==> src/rtl/game_timer_mmss.sv <==
// game_timer_mmss: BCD mm:ss up/down game timer with pause, preload, sticky down-count expiry,
// a one-cycle tick per digit step and a display snapshot that freezes while the VGA renderer is busy.
// Optional low-time warning output is built only when the macro TIMER_WARN_EN is defined.
module game_timer_mmss #(
    parameter int CLK_FREQ_HZ = 25_000_000,
    parameter bit SATURATE    = 1'b0
`ifdef TIMER_WARN_EN
    ,
    parameter int WARN_SEC    = 10
`endif
) (
    input  logic       clk,
    input  logic       rst,
    input  logic       i_clear,
    input  logic       i_run,
    input  logic       i_mode_down,
    input  logic       i_load,
    input  logic [2:0] i_load_min_ten,
    input  logic [3:0] i_load_min_one,
    input  logic [2:0] i_load_sec_ten,
    input  logic [3:0] i_load_sec_one,
    input  logic       i_VGA_buzy,
    output logic [2:0] o_min_ten,
    output logic [3:0] o_min_one,
    output logic [2:0] o_sec_ten,
    output logic [3:0] o_sec_one,
    output logic       o_tick,
    output logic       o_expired,
    output logic       o_warn
);

    localparam int PW = (CLK_FREQ_HZ > 1) ? $clog2(CLK_FREQ_HZ) : 1;
    localparam logic [PW-1:0] PRESC_LAST = PW'(CLK_FREQ_HZ - 1);

    function automatic logic [2:0] clamp_ten(input logic [2:0] v);
        if (v > 3'd5) begin
            clamp_ten = 3'd5;
        end else begin
            clamp_ten = v;
        end
    endfunction

    function automatic logic [3:0] clamp_one(input logic [3:0] v);
        if (v > 4'd9) begin
            clamp_one = 4'd9;
        end else begin
            clamp_one = v;
        end
    endfunction

    logic [2:0]    min_ten_r, sec_ten_r;
    logic [3:0]    min_one_r, sec_one_r;
    logic [PW-1:0] presc_r;
    logic          expired_r;
    logic          tick_r;
    logic [2:0]    snap_min_ten_r, snap_sec_ten_r;
    logic [3:0]    snap_min_one_r, snap_sec_one_r;

    logic [2:0]    up_min_ten_s, up_sec_ten_s, dn_min_ten_s, dn_sec_ten_s;
    logic [3:0]    up_min_one_s, up_sec_one_s, dn_min_one_s, dn_sec_one_s;
    logic [2:0]    min_ten_nxt_s, sec_ten_nxt_s;
    logic [3:0]    min_one_nxt_s, sec_one_nxt_s;
    logic [PW-1:0] presc_nxt_s;
    logic          expired_nxt_s;
    logic          tick_nxt_s;
    logic          at_zero_s, at_max_s, dn_zero_s;
    logic          stop_s, count_en_s;

    // Status decode: 00:00 / 59:59 detection and the conditions that freeze the count
    always_comb begin
        at_zero_s  = (min_ten_r == 3'd0) && (min_one_r == 4'd0) &&
                     (sec_ten_r == 3'd0) && (sec_one_r == 4'd0);
        at_max_s   = (min_ten_r == 3'd5) && (min_one_r == 4'd9) &&
                     (sec_ten_r == 3'd5) && (sec_one_r == 4'd9);
        stop_s     = (i_mode_down && expired_r) || (SATURATE && !i_mode_down && at_max_s);
        count_en_s = i_run && !stop_s;
    end

    // Up step: ripple carry sec_one -> sec_ten -> min_one -> min_ten, 59:59 wraps to 00:00
    always_comb begin
        up_min_ten_s = min_ten_r;
        up_min_one_s = min_one_r;
        up_sec_ten_s = sec_ten_r;
        up_sec_one_s = sec_one_r;
        if (sec_one_r < 4'd9) begin
            up_sec_one_s = sec_one_r + 4'd1;
        end else begin
            up_sec_one_s = 4'd0;
            if (sec_ten_r < 3'd5) begin
                up_sec_ten_s = sec_ten_r + 3'd1;
            end else begin
                up_sec_ten_s = 3'd0;
                if (min_one_r < 4'd9) begin
                    up_min_one_s = min_one_r + 4'd1;
                end else begin
                    up_min_one_s = 4'd0;
                    if (min_ten_r < 3'd5) begin
                        up_min_ten_s = min_ten_r + 3'd1;
                    end else begin
                        up_min_ten_s = 3'd0;
                    end
                end
            end
        end
    end

    // Down step: borrows mirror the up carries; only applied when not already at 00:00
    always_comb begin
        dn_min_ten_s = min_ten_r;
        dn_min_one_s = min_one_r;
        dn_sec_ten_s = sec_ten_r;
        dn_sec_one_s = sec_one_r;
        if (sec_one_r != 4'd0) begin
            dn_sec_one_s = sec_one_r - 4'd1;
        end else begin
            dn_sec_one_s = 4'd9;
            if (sec_ten_r != 3'd0) begin
                dn_sec_ten_s = sec_ten_r - 3'd1;
            end else begin
                dn_sec_ten_s = 3'd5;
                if (min_one_r != 4'd0) begin
                    dn_min_one_s = min_one_r - 4'd1;
                end else begin
                    dn_min_one_s = 4'd9;
                    if (min_ten_r != 3'd0) begin
                        dn_min_ten_s = min_ten_r - 3'd1;
                    end else begin
                        dn_min_ten_s = 3'd5;
                    end
                end
            end
        end
        dn_zero_s = (dn_min_ten_s == 3'd0) && (dn_min_one_s == 4'd0) &&
                    (dn_sec_ten_s == 3'd0) && (dn_sec_one_s == 4'd0);
    end

    // Next-state selection with priority clear > load > counting
    always_comb begin
        min_ten_nxt_s = min_ten_r;
        min_one_nxt_s = min_one_r;
        sec_ten_nxt_s = sec_ten_r;
        sec_one_nxt_s = sec_one_r;
        presc_nxt_s   = presc_r;
        expired_nxt_s = expired_r;
        tick_nxt_s    = 1'b0;
        if (i_clear) begin
            min_ten_nxt_s = 3'd0;
            min_one_nxt_s = 4'd0;
            sec_ten_nxt_s = 3'd0;
            sec_one_nxt_s = 4'd0;
            presc_nxt_s   = '0;
            expired_nxt_s = 1'b0;
        end else if (i_load) begin
            min_ten_nxt_s = clamp_ten(i_load_min_ten);
            min_one_nxt_s = clamp_one(i_load_min_one);
            sec_ten_nxt_s = clamp_ten(i_load_sec_ten);
            sec_one_nxt_s = clamp_one(i_load_sec_one);
            presc_nxt_s   = '0;
            expired_nxt_s = 1'b0;
        end else if (count_en_s) begin
            if (presc_r == PRESC_LAST) begin
                presc_nxt_s = '0;
                tick_nxt_s  = 1'b1;
                if (i_mode_down) begin
                    // Reaching 00:00 (or stepping while parked there) expires in the same edge
                    if (at_zero_s) begin
                        expired_nxt_s = 1'b1;
                    end else begin
                        min_ten_nxt_s = dn_min_ten_s;
                        min_one_nxt_s = dn_min_one_s;
                        sec_ten_nxt_s = dn_sec_ten_s;
                        sec_one_nxt_s = dn_sec_one_s;
                        expired_nxt_s = dn_zero_s;
                    end
                end else begin
                    min_ten_nxt_s = up_min_ten_s;
                    min_one_nxt_s = up_min_one_s;
                    sec_ten_nxt_s = up_sec_ten_s;
                    sec_one_nxt_s = up_sec_one_s;
                end
            end else begin
                presc_nxt_s = presc_r + PW'(1);
            end
        end else begin
            presc_nxt_s = presc_r;
        end
    end

    // Counter state registers
    always_ff @(posedge clk or posedge rst) begin
        if (rst) begin
            min_ten_r <= 3'd0;
            min_one_r <= 4'd0;
            sec_ten_r <= 3'd0;
            sec_one_r <= 4'd0;
            presc_r   <= '0;
            expired_r <= 1'b0;
            tick_r    <= 1'b0;
        end else begin
            min_ten_r <= min_ten_nxt_s;
            min_one_r <= min_one_nxt_s;
            sec_ten_r <= sec_ten_nxt_s;
            sec_one_r <= sec_one_nxt_s;
            presc_r   <= presc_nxt_s;
            expired_r <= expired_nxt_s;
            tick_r    <= tick_nxt_s;
        end
    end

    // Display snapshot: follows the digits unless the renderer is mid-frame
    always_ff @(posedge clk or posedge rst) begin
        if (rst) begin
            snap_min_ten_r <= 3'd0;
            snap_min_one_r <= 4'd0;
            snap_sec_ten_r <= 3'd0;
            snap_sec_one_r <= 4'd0;
        end else if (!i_VGA_buzy) begin
            snap_min_ten_r <= min_ten_r;
            snap_min_one_r <= min_one_r;
            snap_sec_ten_r <= sec_ten_r;
            snap_sec_one_r <= sec_one_r;
        end else begin
            snap_min_ten_r <= snap_min_ten_r;
            snap_min_one_r <= snap_min_one_r;
            snap_sec_ten_r <= snap_sec_ten_r;
            snap_sec_one_r <= snap_sec_one_r;
        end
    end

`ifdef TIMER_WARN_EN
    localparam logic [11:0] WARN_LIM = 12'(WARN_SEC);

    logic [11:0] remain_s;
    logic        warn_nxt_s;
    logic        warn_r;

    // Warning is derived from next-state values so it lines up with the registered digits
    always_comb begin
        remain_s   = (12'(min_ten_nxt_s) * 12'd600) + (12'(min_one_nxt_s) * 12'd60) +
                     (12'(sec_ten_nxt_s) * 12'd10) + 12'(sec_one_nxt_s);
        warn_nxt_s = i_mode_down && !expired_nxt_s &&
                     (remain_s >= 12'd1) && (remain_s <= WARN_LIM);
    end

    // Warning register
    always_ff @(posedge clk or posedge rst) begin
        if (rst) begin
            warn_r <= 1'b0;
        end else begin
            warn_r <= warn_nxt_s;
        end
    end

    assign o_warn = warn_r;
`else
    assign o_warn = 1'b0;
`endif

    assign o_min_ten = snap_min_ten_r;
    assign o_min_one = snap_min_one_r;
    assign o_sec_ten = snap_sec_ten_r;
    assign o_sec_one = snap_sec_one_r;
    assign o_tick    = tick_r;
    assign o_expired = expired_r;

endmodule
==> config.mk <==
export PLATFORM = sky130hd
export DESIGN_NAME = game_timer_mmss
export DESIGN_NICKNAME = d
export VERILOG_FILES = /design/src/rtl/game_timer_mmss.sv
export SDC_FILE = /design/constraint.sdc
export NUM_CORES = 1
export LEC_CHECK = 0
export CAP_MARGIN = 20
export CORE_MARGIN = 10
export CORE_UTILIZATION = 60
export CTS_CLUSTER_DIAMETER = 60
export DETAILED_ROUTE_END_ITERATION = 10
export PLACE_DENSITY = 0.94
export SLEW_MARGIN = 40
export SYNTH_ARGS = -nofsm -noshare
export SYNTH_HDL_FRONTEND = slang
export SYNTH_SLANG_ARGS = --single-unit
==> constraint.sdc <==
create_clock -name clk -period 6.05 [get_ports clk]
set_input_delay 1.21 -clock clk [delete_from_list [all_inputs] [get_ports clk]]
set_output_delay 1.21 -clock clk [all_outputs]
set_load 0.005 [all_outputs]
After elaboration in Yosys (flattened, before gate mapping)
Index checks and enable logic that the tools add are counted.
- $add $sub $neg: 9
- multiply operators: 0
- div/mod/pow operators: 0
- $lt $le $gt $ge: 8
- equal/unequal tests: 5
- shifts and indexed selects: 0
- muxes and demuxes: 62
- bitwise gates (word level): 0
- reductions and logical operators: 29
- operators with widths (operator ; count):
    $mux W25 ; 4
    $mux W4 ; 22
    $mux W3 ; 26
    $add A25 B1 Y25 const B ; 1
    $eq A25 B25 Y1 const B ; 1
    $logic_not A4 Y1 ; 4
    $ne A4 B4 Y1 const B ; 4
    $reduce_bool A3 Y1 ; 5
    $logic_not A3 Y1 ; 4
    $mux W1 ; 10
    $add A4 B1 Y4 const B ; 2
    $gt A4 B4 Y1 const B ; 2
    $logic_and A1 B1 Y1 ; 8
    $lt A4 B4 Y1 const B ; 2
    $reduce_bool A4 Y1 ; 2
    $sub A4 B1 Y4 const B ; 2
    $add A3 B1 Y3 const B ; 2
    $gt A3 B3 Y1 const B ; 2
    $lt A3 B3 Y1 const B ; 2
    $reduce_and A3 Y1 ; 2
    $reduce_and A6 Y1 ; 1
    $sub A3 B1 Y3 const B ; 2
    $reduce_and A5 Y1 ; 1
    $reduce_and A4 Y1 ; 1
    $logic_not A1 Y1 ; 1
- register bits: 55
- bits in latches: 0
- RAM bits: 0
- ROM bits: 0
- bits of input ports: 21
- output and inout bits: 17
- word-level logic and storage cells: 124
- memories: 0

Depth between registers and ports, before layout
- word-level depth: 15
- gate-level depth with buffers: 10

Worst setup path after synthesis
No wires, ideal clock.
- kind: input to register
- from: input i_load
- to: register sec_ten_r[0]
- library setup time: 125 ps
- arrival: 2418 ps
- required time: 5925 ps
- path slack: 3507 ps
- stages on the path: 5
- path buffers: 2
- cells stage by stage: or2_2 -> clkbuf_1 -> buf_1 -> a31oi_2 -> mux2_2
- word-level cells in the longest chain between the ends: 2
- elaborated cells on any way between the ends: 7
- those cells by class: eq/ne (2); mux (2); reduce/logical (3)
- RTL lines (what ; RTL line ; RTL):
    from (decl) ; 17 ; input logic i_load,
    $ne A4 B4 Y1 (no source line), or another cell as far along ; - ;
    $reduce_and A4 Y1 (no source line) / $mux W3 (equally long branches) ; - ;
    to (signal assigned) ; 202 ; sec_ten_r <= sec_ten_nxt_s;
    to (decl) ; 51 ; logic [2:0] min_ten_r, sec_ten_r;
Several ways; a longest one is shown, not always the timed one.
A chain may end at the register's enable or synchronous reset.

Worst setup path in the final report
- from: input i_clear
- to: register presc_r[21]
- word-level cells in the longest chain between the ends: 1
- elaborated cells on any way between the ends: 2
- those cells by class: mux (1); reduce/logical (1)
- RTL lines (what ; RTL line ; RTL):
    from (decl) ; 14 ; input logic i_clear,
    $reduce_bool A3 Y1 (no source line) / $mux W25 (equally long branches) ; - ;
    to (signal assigned) ; 204 ; presc_r <= presc_nxt_s;
    to (decl) ; 53 ; logic [PW-1:0] presc_r;
Several ways; a longest one is shown, not always the timed one.

==> results by group <==
STA
  – Tcrit/Tclk final: 52.53%
  – Final Hold Fails: 0
  – # setup viols final: 0
  – Max-slew headroom: 53.35%
  – Max Fclk: 314.6 MHz
  – Final setup TNS: 0 ps
  – RSZ-0062 raised after global routing: false
  – Clock Skew: 6.252 ps
  – Tightest Pin Transition: 699.7 ps
  – Period minus WS final: 3178 ps
  – Max-slew violations: 0

Global routing
  – Vias in the first global route: 3,362
  – Initial antenna violation count: 0
  – Overflow after GRT: 0
  – First-pass GRT wire length: 15,730 um
  – Total Routing Usage GR: 18.70%
  – Largest net degree at the start of global routing: 56

Place
  – Hpwl dp: 6635 um
  – Placed cells: 510
  – Port buffer count: 36
  – GP Congestion: 0.9374

Setup path
  – CP Launch Type: primary input
  – Slack of the worst reg-to-reg path: 3240 ps
  – CP arrival: 3380 ps
  – Critical Path RT: 6250 ps
  – Max Fanout on Critical Path: 13
  – Critical path endpoint category: flip-flop
  – Crit Path Class: primary input to flip-flop
  – Crit path cell chain: clkdlybuf4s50_1 > or2_2 > o2111ai_2 > nor3_1 > xnor2_1 > nor2_1
  – Slowest stage delay, CP: 700 ps
  – Slowest-stage cell, CP: clkdlybuf4s50_1

Route
  – # DRC: 0
  – WL/cell: 17.80 um
  – Initial DRC count: 310
  – Post-route ant nets: 0
  – DRT Pass-1 Iters: 5
  – WL final: 9222 um
  – Via count: 3,360
  – Via/cell ratio: 6.486

Yosys
  – Syn_area_per_cell: 8.841 um^2
  – Seq/Total Area, Yosys: 36.63%
  – Mapped Area: 3757 um^2
  – Predominant post-synthesis flop cell: dfrtp_1
  – Area contributors post-synth: dfrtp_1, xnor2_1, nor2_1, ha_1, o21ai_0
  – Leading area contributor after synthesis: dfrtp_1
  – Mapped Nets: 458
  – FFs w/ async S/R, synth: 100.0%
  – Yosys top cell area share: 36.63%
  – Number of synthesized flops with an enable pin: 0
  – Syn Inst Count: 425
  – Count of cell types in the netlist: 72
  – Yosys reg bits: 55
  – Ys Warns: 0

Clock network
  – Worst skew pair latency: 320 ps
  – CTS sink count: 55
  – Clock root buffer master: clkbuf_8
  – Clk pin slew, worst setup/hold paths: 100 ps
  – CTS buffer count: 5
  – CTS tree: built
  – Post-CTS Hold Fix Bufs: 0
  – CTS H-tree depth: 2
  – Post-CTS Setup Inserts: 0
  – Post-CTS sizing: 0
  – Clock buffer depth: 2

Pwr
  – Leak: 1.614 nW
  – Total power draw: 931.2 uW
  – Peak supply drop: 0.1364 mV
  – Power density cells: 221.2 nW/um^2

Floorplan
  – # IOs: 38
  – # rows: 28
  – Core area: 5991 um^2
  – Die Y: 99.14 um
  – Die area: 9828 um^2
  – Initial Util: 62.72%
  – Die width: 99.14 um

Layout
  – Layout Nets: 475
  – N_diodes: 0
  – Layout cells sized above 1: 8.352%
  – Layout area overhead: 12.05%
  – Post-Layout Cell Count: 518

Status
  – Status: finished clean

Flow run
  – Max-Cap Viols: 0

Hold path
  – Hold Path Class: flip-flop to flip-flop
## sequential cells by signal (all words and copies together) (netlist names)
name and cells:
min_ten_r 3, min_one_r 4, sec_one_r 4, o_sec_ten 3
o_expired 1, presc_r 25, o_tick 1, o_min_one 4
o_min_ten 3, o_sec_one 4, sec_ten_r 3
## final timing paths
kind / startpoint / to / cells after the start
worst max-delay path: i_clear / presc_r[21] / 6
worst min-delay path: o_sec_one[1] / o_sec_one[1] / 2
worst max register to register: sec_one_r[1] / min_ten_r[1] / 6
worst min register to register: o_sec_one[1] / o_sec_one[1] / 2
max in group asynchronous: rst / min_ten_r[2] / 3
min in group asynchronous: rst / o_sec_one[1] / 3
## metrics by stage
| stage | worst slack (ps) | utilization (%) | hold WS (ps) | instance area [um^2] |
|---|---|---|---|---|
| after floorplan | 3497 | - | 473.3 | 3757 |
| after global placement | 2351 | 68.13 | 464.6 | 4081 |
| after detailed placement | 2360 | 68.05 | 472.9 | 4076 |
| after CTS | 2622 | 70.26 | 497.4 | 4209 |
| after global routing | 2727 | 70.28 | 518.6 | 4210 |
| final | 2872 | 70.28 | 494.7 | 4210 |
## worst max-delay path, delay by kind of cell
kind,cells,cell delay [ps]
xor+xnor,1,220
simple gates,3,790
compound gates,1,460
buf+inv,1,700
## cell type report
type,count,area [um^2]
clock inverters,2,60.06
clock buffers,6,72.57
fillers,452,1780
flip-flops and latches,55,1376
inverters,22,82.58
multi-input cells,320,2160
repair buffers,38,365.4
well taps,75,93.84
## cells in the mapped netlist, types with 8 or more instances
master and count:
a31oi_1 8, ha_1 12, o211ai_1 8, inv_1 21, o21ai_0 27, xnor2_1 20
nand2_1 34, nor3_1 17, dfrtp_1 55, nand3_1 14, buf_2 11, a21oi_1 12
clkbuf_1 11, nor2_1 46
## logic make-up (layout without fill, tap and decap cells)
group / Yosys count / count (layout) / share of synthesized area, %
buf+inv: 50 / 68 / 6.060
flops: 55 / 55 / 36.63
fa+ha+maj: 12 / 12 / 3.996
other cells: 1 / 1 / 0.09980
mux: 14 / 14 / 4.029
simple gates: 160 / 160 / 22.14
xor+xnor: 24 / 24 / 5.594
compound gates: 109 / 109 / 21.45
## power by group
| group | internal (mW) | switching, mW | leakage, nW |
|---|---|---|---|
| clock | 0.165 | 0.122 | 0.0654 |
| sequential | 0.387 | 0.0302 | 0.745 |
| combinational | 0.0970 | 0.129 | 0.803 |
| total | 0.650 | 0.281 | 1.61 |
## per-layer routing
metal | global-route usage [%] | share of wire (%) | up-vias
li1 | - | - | 1575
met4 | 7.166 | 2.4 | 0
met2 | 31.91 | 50 | 141
met5 | 0 | 0 | -
met3 | 4.429 | 7.8 | 28
met1 | 22.21 | 40 | 1616
## cells in the final DEF (no fill, tap or decap), types with 4 or more instances in the layout
master	count
a21oi_1	12
a31oi_1	8
and3_1	4
and4_1	5
clkbuf_8	5
clkdlybuf4s50_1	34
dfrtp_1	55
ha_1	12
inv_1	20
mux2_2	6
mux2i_1	5
nand2_1	34
nand2b_1	6
nand3_1	14
nand4_1	6
nor2_1	46
nor2b_1	4
nor3_1	17
o211ai_1	8
o21ai_0	27
o2bb2ai_1	5
o311ai_0	4
o31ai_1	6
xnor2_1	20
xor2_1	4
(Power assumes the default switching activity.)
